===== config.mk =====
export PLATFORM = sky130hd
export DESIGN_NAME = sm83_oam_dma
export DESIGN_NICKNAME = d
export VERILOG_FILES = /design/src/rtl/sm83_pkg.sv /design/src/rtl/sm83_bus_arb.sv /design/src/rtl/sm83_oam_dma.sv
export SDC_FILE = /design/constraint.sdc
export NUM_CORES = 1
export LEC_CHECK = 0
export BUFFER_PORTS_ARGS = -buffer_cell sky130_fd_sc_hd__buf_2
export CORE_UTILIZATION = 40
export CTS_CLUSTER_SIZE = 14
export DETAILED_ROUTE_END_ITERATION = 8
export PLACE_DENSITY = 0.7
export SLEW_MARGIN = 15
export SYNTH_ARGS = -nofsm -noshare
export SYNTH_HDL_FRONTEND = slang
export SYNTH_SLANG_ARGS = --single-unit

===== constraint.sdc =====
create_clock -name clk -period 2.74 [get_ports clk]
set_input_delay 0.548 -clock clk [delete_from_list [all_inputs] [get_ports clk]]
set_output_delay 0.548 -clock clk [all_outputs]
set_load 0.01 [all_outputs]

===== src/rtl/sm83_pkg.sv =====
// Shared types and constants for the sm83 OAM DMA engine and its bus arbiter.
package sm83_pkg;

  typedef logic [7:0]  word_t;
  typedef logic [15:0] adr_t;

  typedef enum logic [1:0] {
    IDLE  = 2'd0,
    START = 2'd1,
    RUN   = 2'd2
  } dma_state_t;

  // DMA start/source register and the OAM window the copy lands in.
  localparam adr_t REG_ADR  = 16'hFF46;
  localparam adr_t OAM_BASE = 16'hFE00;

  // Source pages E0-FF are echo RAM; fold them back onto C000-DFFF.
  function automatic word_t map_src(input word_t v);
    return (v[7:5] == 3'b111) ? (v & 8'hDF) : v;
  endfunction

endpackage


===== src/rtl/sm83_bus_arb.sv =====
// External-bus ownership mux between the sm83 core and the OAM DMA engine.
// While the DMA runs it owns the bus; the core may only touch the FF page,
// which lives inside the SoC and is therefore never forwarded to the bus.
module sm83_bus_arb
  import sm83_pkg::*;
#(
  parameter int                   ADR_WIDTH = 16,
  parameter int                   WORD_SIZE = 8,
  parameter logic [ADR_WIDTH-1:0] REG_ADR   = sm83_pkg::REG_ADR
) (
  input  logic                 i_run,
  input  logic [ADR_WIDTH-1:0] i_dma_adr,
  input  logic [ADR_WIDTH-1:0] i_cpu_adr,
  input  logic [WORD_SIZE-1:0] i_cpu_dout,
  input  logic                 i_cpu_rd,
  input  logic                 i_cpu_wr,
  input  logic [WORD_SIZE-1:0] i_reg_val,
  input  logic [WORD_SIZE-1:0] i_mem_din,
  output logic [ADR_WIDTH-1:0] o_mem_adr,
  output logic [WORD_SIZE-1:0] o_mem_dout,
  output logic                 o_mem_rd,
  output logic                 o_mem_wr,
  output logic [WORD_SIZE-1:0] o_cpu_din
);

  logic w_ff_page;
  logic w_reg_hit;

  assign w_ff_page = (i_cpu_adr[ADR_WIDTH-1 -: 8] == 8'hFF);
  assign w_reg_hit = (i_cpu_adr == REG_ADR);

  // Pass the core through when idle; hand the bus to the DMA while it runs.
  always_comb begin
    o_mem_adr  = i_cpu_adr;
    o_mem_dout = i_cpu_dout;
    o_mem_rd   = i_cpu_rd;
    o_mem_wr   = i_cpu_wr;
    o_cpu_din  = i_mem_din;
    if (i_run) begin
      o_mem_adr  = i_dma_adr;
      o_mem_dout = '0;
      o_mem_rd   = 1'b1;
      o_mem_wr   = 1'b0;
      // FF-page reads are served by SoC-internal registers layered over
      // cpu_din outside this block; everything else reads back as FF.
      o_cpu_din  = w_ff_page ? i_mem_din : '1;
    end
    if (i_cpu_rd && w_reg_hit) begin
      o_cpu_din = i_reg_val;
    end
  end

endmodule


===== src/rtl/sm83_oam_dma.sv =====
// OAM DMA engine: a write to the DMA register copies OAM_LEN bytes from
// {src,00} into OAM, one byte per M-cycle, using a read stage that fetches
// from the external bus and a write stage one M-cycle behind it.
module sm83_oam_dma
  import sm83_pkg::*;
#(
  parameter int                   ADR_WIDTH = 16,
  parameter int                   WORD_SIZE = 8,
  parameter int                   OAM_LEN   = 160,
  parameter logic [ADR_WIDTH-1:0] REG_ADR   = sm83_pkg::REG_ADR
) (
  input  logic                 clk,
  input  logic                 n_reset,
  input  logic                 mcyc,
  input  logic [ADR_WIDTH-1:0] cpu_adr,
  input  logic [WORD_SIZE-1:0] cpu_dout,
  input  logic                 cpu_rd,
  input  logic                 cpu_wr,
  output logic [WORD_SIZE-1:0] cpu_din,
  output logic [ADR_WIDTH-1:0] mem_adr,
  output logic [WORD_SIZE-1:0] mem_dout,
  output logic                 mem_rd,
  output logic                 mem_wr,
  input  logic [WORD_SIZE-1:0] mem_din,
  output logic [7:0]           oam_adr,
  output logic [WORD_SIZE-1:0] oam_dout,
  output logic                 oam_we,
  output logic                 busy
);

  // OAM_LEN must lie in 1..256 so the byte index fits in eight bits.
  localparam logic [7:0] LAST_IDX = 8'(OAM_LEN - 1);

  dma_state_t           r_state;
  dma_state_t           w_state_nxt;
  logic [7:0]           r_idx;
  logic [7:0]           w_idx_nxt;
  logic [7:0]           r_src;
  logic [WORD_SIZE-1:0] r_reg_val;
  logic [WORD_SIZE-1:0] r_wdata;
  logic [7:0]           r_widx;
  logic                 r_wpend;

  logic                 w_reg_wr;
  logic                 w_run;
  logic                 w_last;
  logic [ADR_WIDTH-1:0] w_dma_adr;

  assign w_reg_wr  = cpu_wr && (cpu_adr == REG_ADR);
  assign w_run     = (r_state == RUN);
  assign w_last    = (r_idx == LAST_IDX);
  assign w_dma_adr = ADR_WIDTH'({r_src, r_idx});

  // Next-state and index: a register write always restarts from START.
  always_comb begin
    w_state_nxt = r_state;
    w_idx_nxt   = r_idx;
    if (w_reg_wr) begin
      w_state_nxt = START;
      w_idx_nxt   = 8'd0;
    end else begin
      case (r_state)
        IDLE: begin
          w_state_nxt = IDLE;
        end
        START: begin
          w_state_nxt = RUN;
          w_idx_nxt   = 8'd0;
        end
        RUN: begin
          if (w_last) begin
            w_state_nxt = IDLE;
            w_idx_nxt   = 8'd0;
          end else begin
            w_idx_nxt = r_idx + 8'd1;
          end
        end
        default: begin
          w_state_nxt = IDLE;
          w_idx_nxt   = 8'd0;
        end
      endcase
    end
  end

  // State and index register, advancing only on M-cycle boundaries.
  always_ff @(posedge clk or negedge n_reset) begin
    if (!n_reset) begin
      r_state <= IDLE;
      r_idx   <= 8'd0;
    end else if (mcyc) begin
      r_state <= w_state_nxt;
      r_idx   <= w_idx_nxt;
    end
  end

  // Latch the register value and the (echo-folded) source page on a write.
  always_ff @(posedge clk or negedge n_reset) begin
    if (!n_reset) begin
      r_reg_val <= '0;
      r_src     <= 8'd0;
    end else if (mcyc && w_reg_wr) begin
      r_reg_val <= cpu_dout;
      r_src     <= map_src(cpu_dout[7:0]);
    end
  end

  // Capture the byte read this M-cycle so it is written to OAM in the next;
  // this also runs on a restart edge so the in-flight byte still lands.
  always_ff @(posedge clk or negedge n_reset) begin
    if (!n_reset) begin
      r_wdata <= '0;
      r_widx  <= 8'd0;
      r_wpend <= 1'b0;
    end else if (mcyc) begin
      if (w_run) begin
        r_wdata <= mem_din;
        r_widx  <= r_idx;
        r_wpend <= 1'b1;
      end else begin
        r_wpend <= 1'b0;
      end
    end
  end

  assign oam_we   = r_wpend;
  assign oam_adr  = r_widx;
  assign oam_dout = r_wdata;
  assign busy     = w_run || r_wpend;

  sm83_bus_arb #(
    .ADR_WIDTH (ADR_WIDTH),
    .WORD_SIZE (WORD_SIZE),
    .REG_ADR   (REG_ADR)
  ) u_bus_arb (
    .i_run      (w_run),
    .i_dma_adr  (w_dma_adr),
    .i_cpu_adr  (cpu_adr),
    .i_cpu_dout (cpu_dout),
    .i_cpu_rd   (cpu_rd),
    .i_cpu_wr   (cpu_wr),
    .i_reg_val  (r_reg_val),
    .i_mem_din  (mem_din),
    .o_mem_adr  (mem_adr),
    .o_mem_dout (mem_dout),
    .o_mem_rd   (mem_rd),
    .o_mem_wr   (mem_wr),
    .o_cpu_din  (cpu_din)
  );

endmodule


==> out/results.txt <==
Slew @ Worst Pin: 1.05 ns
CP Launch Type: input pin
internal reg-to-reg setup slack: 0.55 ns
GRT Util Overall: 18.8%
IO Pins: 89
Hold Path Class: in -> async
Post-Synthesis Cell Area: 0.00199 sq mm
wire length per cell: 13.4 microns
Syn Nets: 222
status: completed
layout net count: 315
gpl congestion: 0.811
WHS: 0.343 ns
critical path peak fanout: 16
worst vdd ir: 0.241 mV
setup TNS: 0 ns
Seq/Total Area, Yosys: 45.2%
Filler cells: 456
Setup crit end kind: primary output
Max Transition Viols Final: 0
crit-path most repeated cell: buf_2
slew margin rel.: 29.9%
worst skew pair latency: 0.29 ns
H-tree Lvls: 2
synthesized instance count: 184
I/O Buffers: 88
die area: 0.00527 sq mm
CTS Buf Count: 5
syn_area_per_cell: 10.8 sq um
initial antenna violation count: 0
global-route wire length before repair: 7450 microns
CTS tree: yes
CTS sink cnt: 36
number of global-route vias before repair: 1612
P_leak: 1.36 nW
synth unique cells: 34
root buf cell: clkbuf_8
Post-CTS Setup Inserts: 0
number of synthesis warnings: 0
commonest non-fill, non-tap cell in the layout: buf_2
DR vias: 1711
DRT Wirelength: 4620 microns
Req. time, crit path: 2.19 ns
# setup viols final: 0
Starting Density: 41.9%
Layout area overhead: 31.8%
commonest non-fill, non-tap cells in the layout: buf_2, dfrtp_1, mux2_2, nand2_1, o21ai_0
clk buf depth: 2
RSZ-0062 raised after global routing: no
Max Cap Violations: 0
die height: 72.6 microns
Clock Skews: 0.00978 ns
via-per-instance ratio: 4.96
CP Class: in -> out
slowest CP cell: or4b_4
standard-cell row count: 25
fmax: 0.390 GHz
Final ANT Viol Nets: 0
GR Overflow Total: 0
crit path cell chain: buf_2, or4b_4, nor4_4, and2_4, nand2_1, o21ai_0, buf_2
Initial DRC Count: 54
Die W: 72.6 microns
ANT cells: 0
fin crit period: 2.57 ns
clock transition at the registers of the reported paths: 0.07 ns
Hold-fix buffers, CTS: 0
power per standard cell area: 593 mW/mm^2
DP Wirelength: 3470 microns
ratio of cells with drive above 1 in the final layout: 51.8%
Critical Path AT: 2.02 ns
Yosys reg bits: 36
DR DRC count: 0
First-pass DRT Iterations: 4
largest net degree at the start of global routing: 37
slowest stage delay, CP: 0.56 ns
core area: 0.00475 sq mm
final-report hold violation count: 0
final cycle utilization of the critical path: 93.6%
==> repair_timing <==
action | 4_1_cts | 5_1_grt
endpoints found under the hold margin | 0 | 0
setup endpoints to repair | 0 | 2
gates resized for setup | 0 | 1
==> routing by layer <==
layer | GRT usage (%) | vias to the layer above | share of wire (%)
li1 | - | 846 | -
met4 | 8.71 | 0 | 1.6
met3 | 3.47 | 8 | 6.5
met5 | 0 | - | 0
met1 | 25.2 | 784 | 46
met2 | 29.3 | 73 | 46
==> registers in the layout (all words and copies together), names as in the netlist <==
signal,flops
oam_adr,8
oam_dout,8
r_idx,8
r_src,8
r_state,2
oam_we,1
r_reg_val,1
==> final timing paths <==
kind	startpoint	end	depth (start not counted)
worst max-delay path	cpu_adr[0]	cpu_din[5]	7
worst min-delay path	n_reset	r_state[0]$_DFFE_PN0P_	1
worst max register to register	r_idx[0]$_DFFE_PN0P_	r_idx[6]$_DFFE_PN0P_	6
worst min register to register	oam_adr[1]$_DFFE_PN0P_	oam_adr[1]$_DFFE_PN0P_	2
max in group asynchronous	n_reset	oam_we$_DFFE_PN0P_	1
min in group clk	oam_adr[1]$_DFFE_PN0P_	oam_adr[1]$_DFFE_PN0P_	2
==> through the flow <==
step / utilization (%) / setup WS [ns] / total power (W) / cells / cell area [sq um]
5_1_grt: 55.2 / 0.0681 / 0.00165 / 345 / 2630
3_5_place_dp: 52.9 / 0.0846 / 0.00111 / 337 / 2520
2_1_floorplan: - / 0.171 / 0.000917 / 184 / 1990
3_3_place_gp: 52.9 / 0.0965 / 0.00110 / 337 / 2520
6_report: 55.2 / 0.175 / 0.00156 / 345 / 2630
4_1_cts: 55.2 / 0.0841 / 0.00157 / 345 / 2620
==> worst max-delay path, delay by kind of cell <==
kind            cells  cell delay (ns)
simple gates        4             1.14
compound gates      1             0.07
buf+inv             2             0.25
==> kinds of logic (layout without fill, tap and decap cells) <==
| kind of cell | Yosys count | in the layout | share of synthesized area, % |
|---|---|---|---|
| mux | 37 | 37 | 22.6 |
| fa+ha+maj | 1 | 1 | 0.628 |
| buf+inv | 12 | 106 | 3.01 |
| compound gates | 36 | 36 | 10.8 |
| simple gates | 62 | 62 | 17.7 |
| flops | 36 | 36 | 45.2 |
==> report_power, final <==
group	leakage [nW]	switching, W	internal (W)	total, W
Sequential	0.476	0.0000582	0.000613	0.000671
Clock	0.0552	0.000189	0.000270	0.000458
Combinational	0.830	0.000217	0.000211	0.000428
==> layout make-up <==
class | count | area (sq um) | area share [%]
multi-input cells | 136 | 1030 | 39.3
clock inverters | 2 | 35.0 | 1.33
clock buffers | 6 | 72.6 | 2.76
inverters | 4 | 15.0 | 0.572
repair buffers | 94 | 485 | 18.5
well taps | 67 | 83.8 | 3.19
flip-flops and latches | 36 | 901 | 34.3
==> cells in the mapped netlist <==
library cell,count,area (sq um)
dfrtp_1,36,901
mux2_2,28,315
nand2_1,19,71.3
o21ai_0,17,85.1
nor2_1,12,45.0
a31oi_1,11,68.8
and2_1,9,56.3
mux2_4,9,135
nand2b_1,5,31.3
clkbuf_1,4,15.0
inv_1,4,15.0
and3_1,3,18.8
nand3_1,3,15.0
nand4_1,3,18.8
a21o_1,2,15.0
a211oi_1,1,7.51
a21boi_0,1,7.51
a21oi_1,1,5.00
a31o_2,1,8.76
a32o_1,1,10.0
and2_2,1,7.51
and2_4,1,8.76
buf_1,1,3.75
buf_2,1,5.00
buf_4,1,7.51
clkbuf_8,1,13.8
ha_1,1,12.5
nand2_8,1,20.0
nand4bb_1,1,11.3
nor3_1,1,5.00
nor4_4,1,21.3
nor4b_1,1,8.76
o31ai_1,1,7.51
or4b_4,1,13.8
Note: power is estimated with default switching activity, not from simulation.
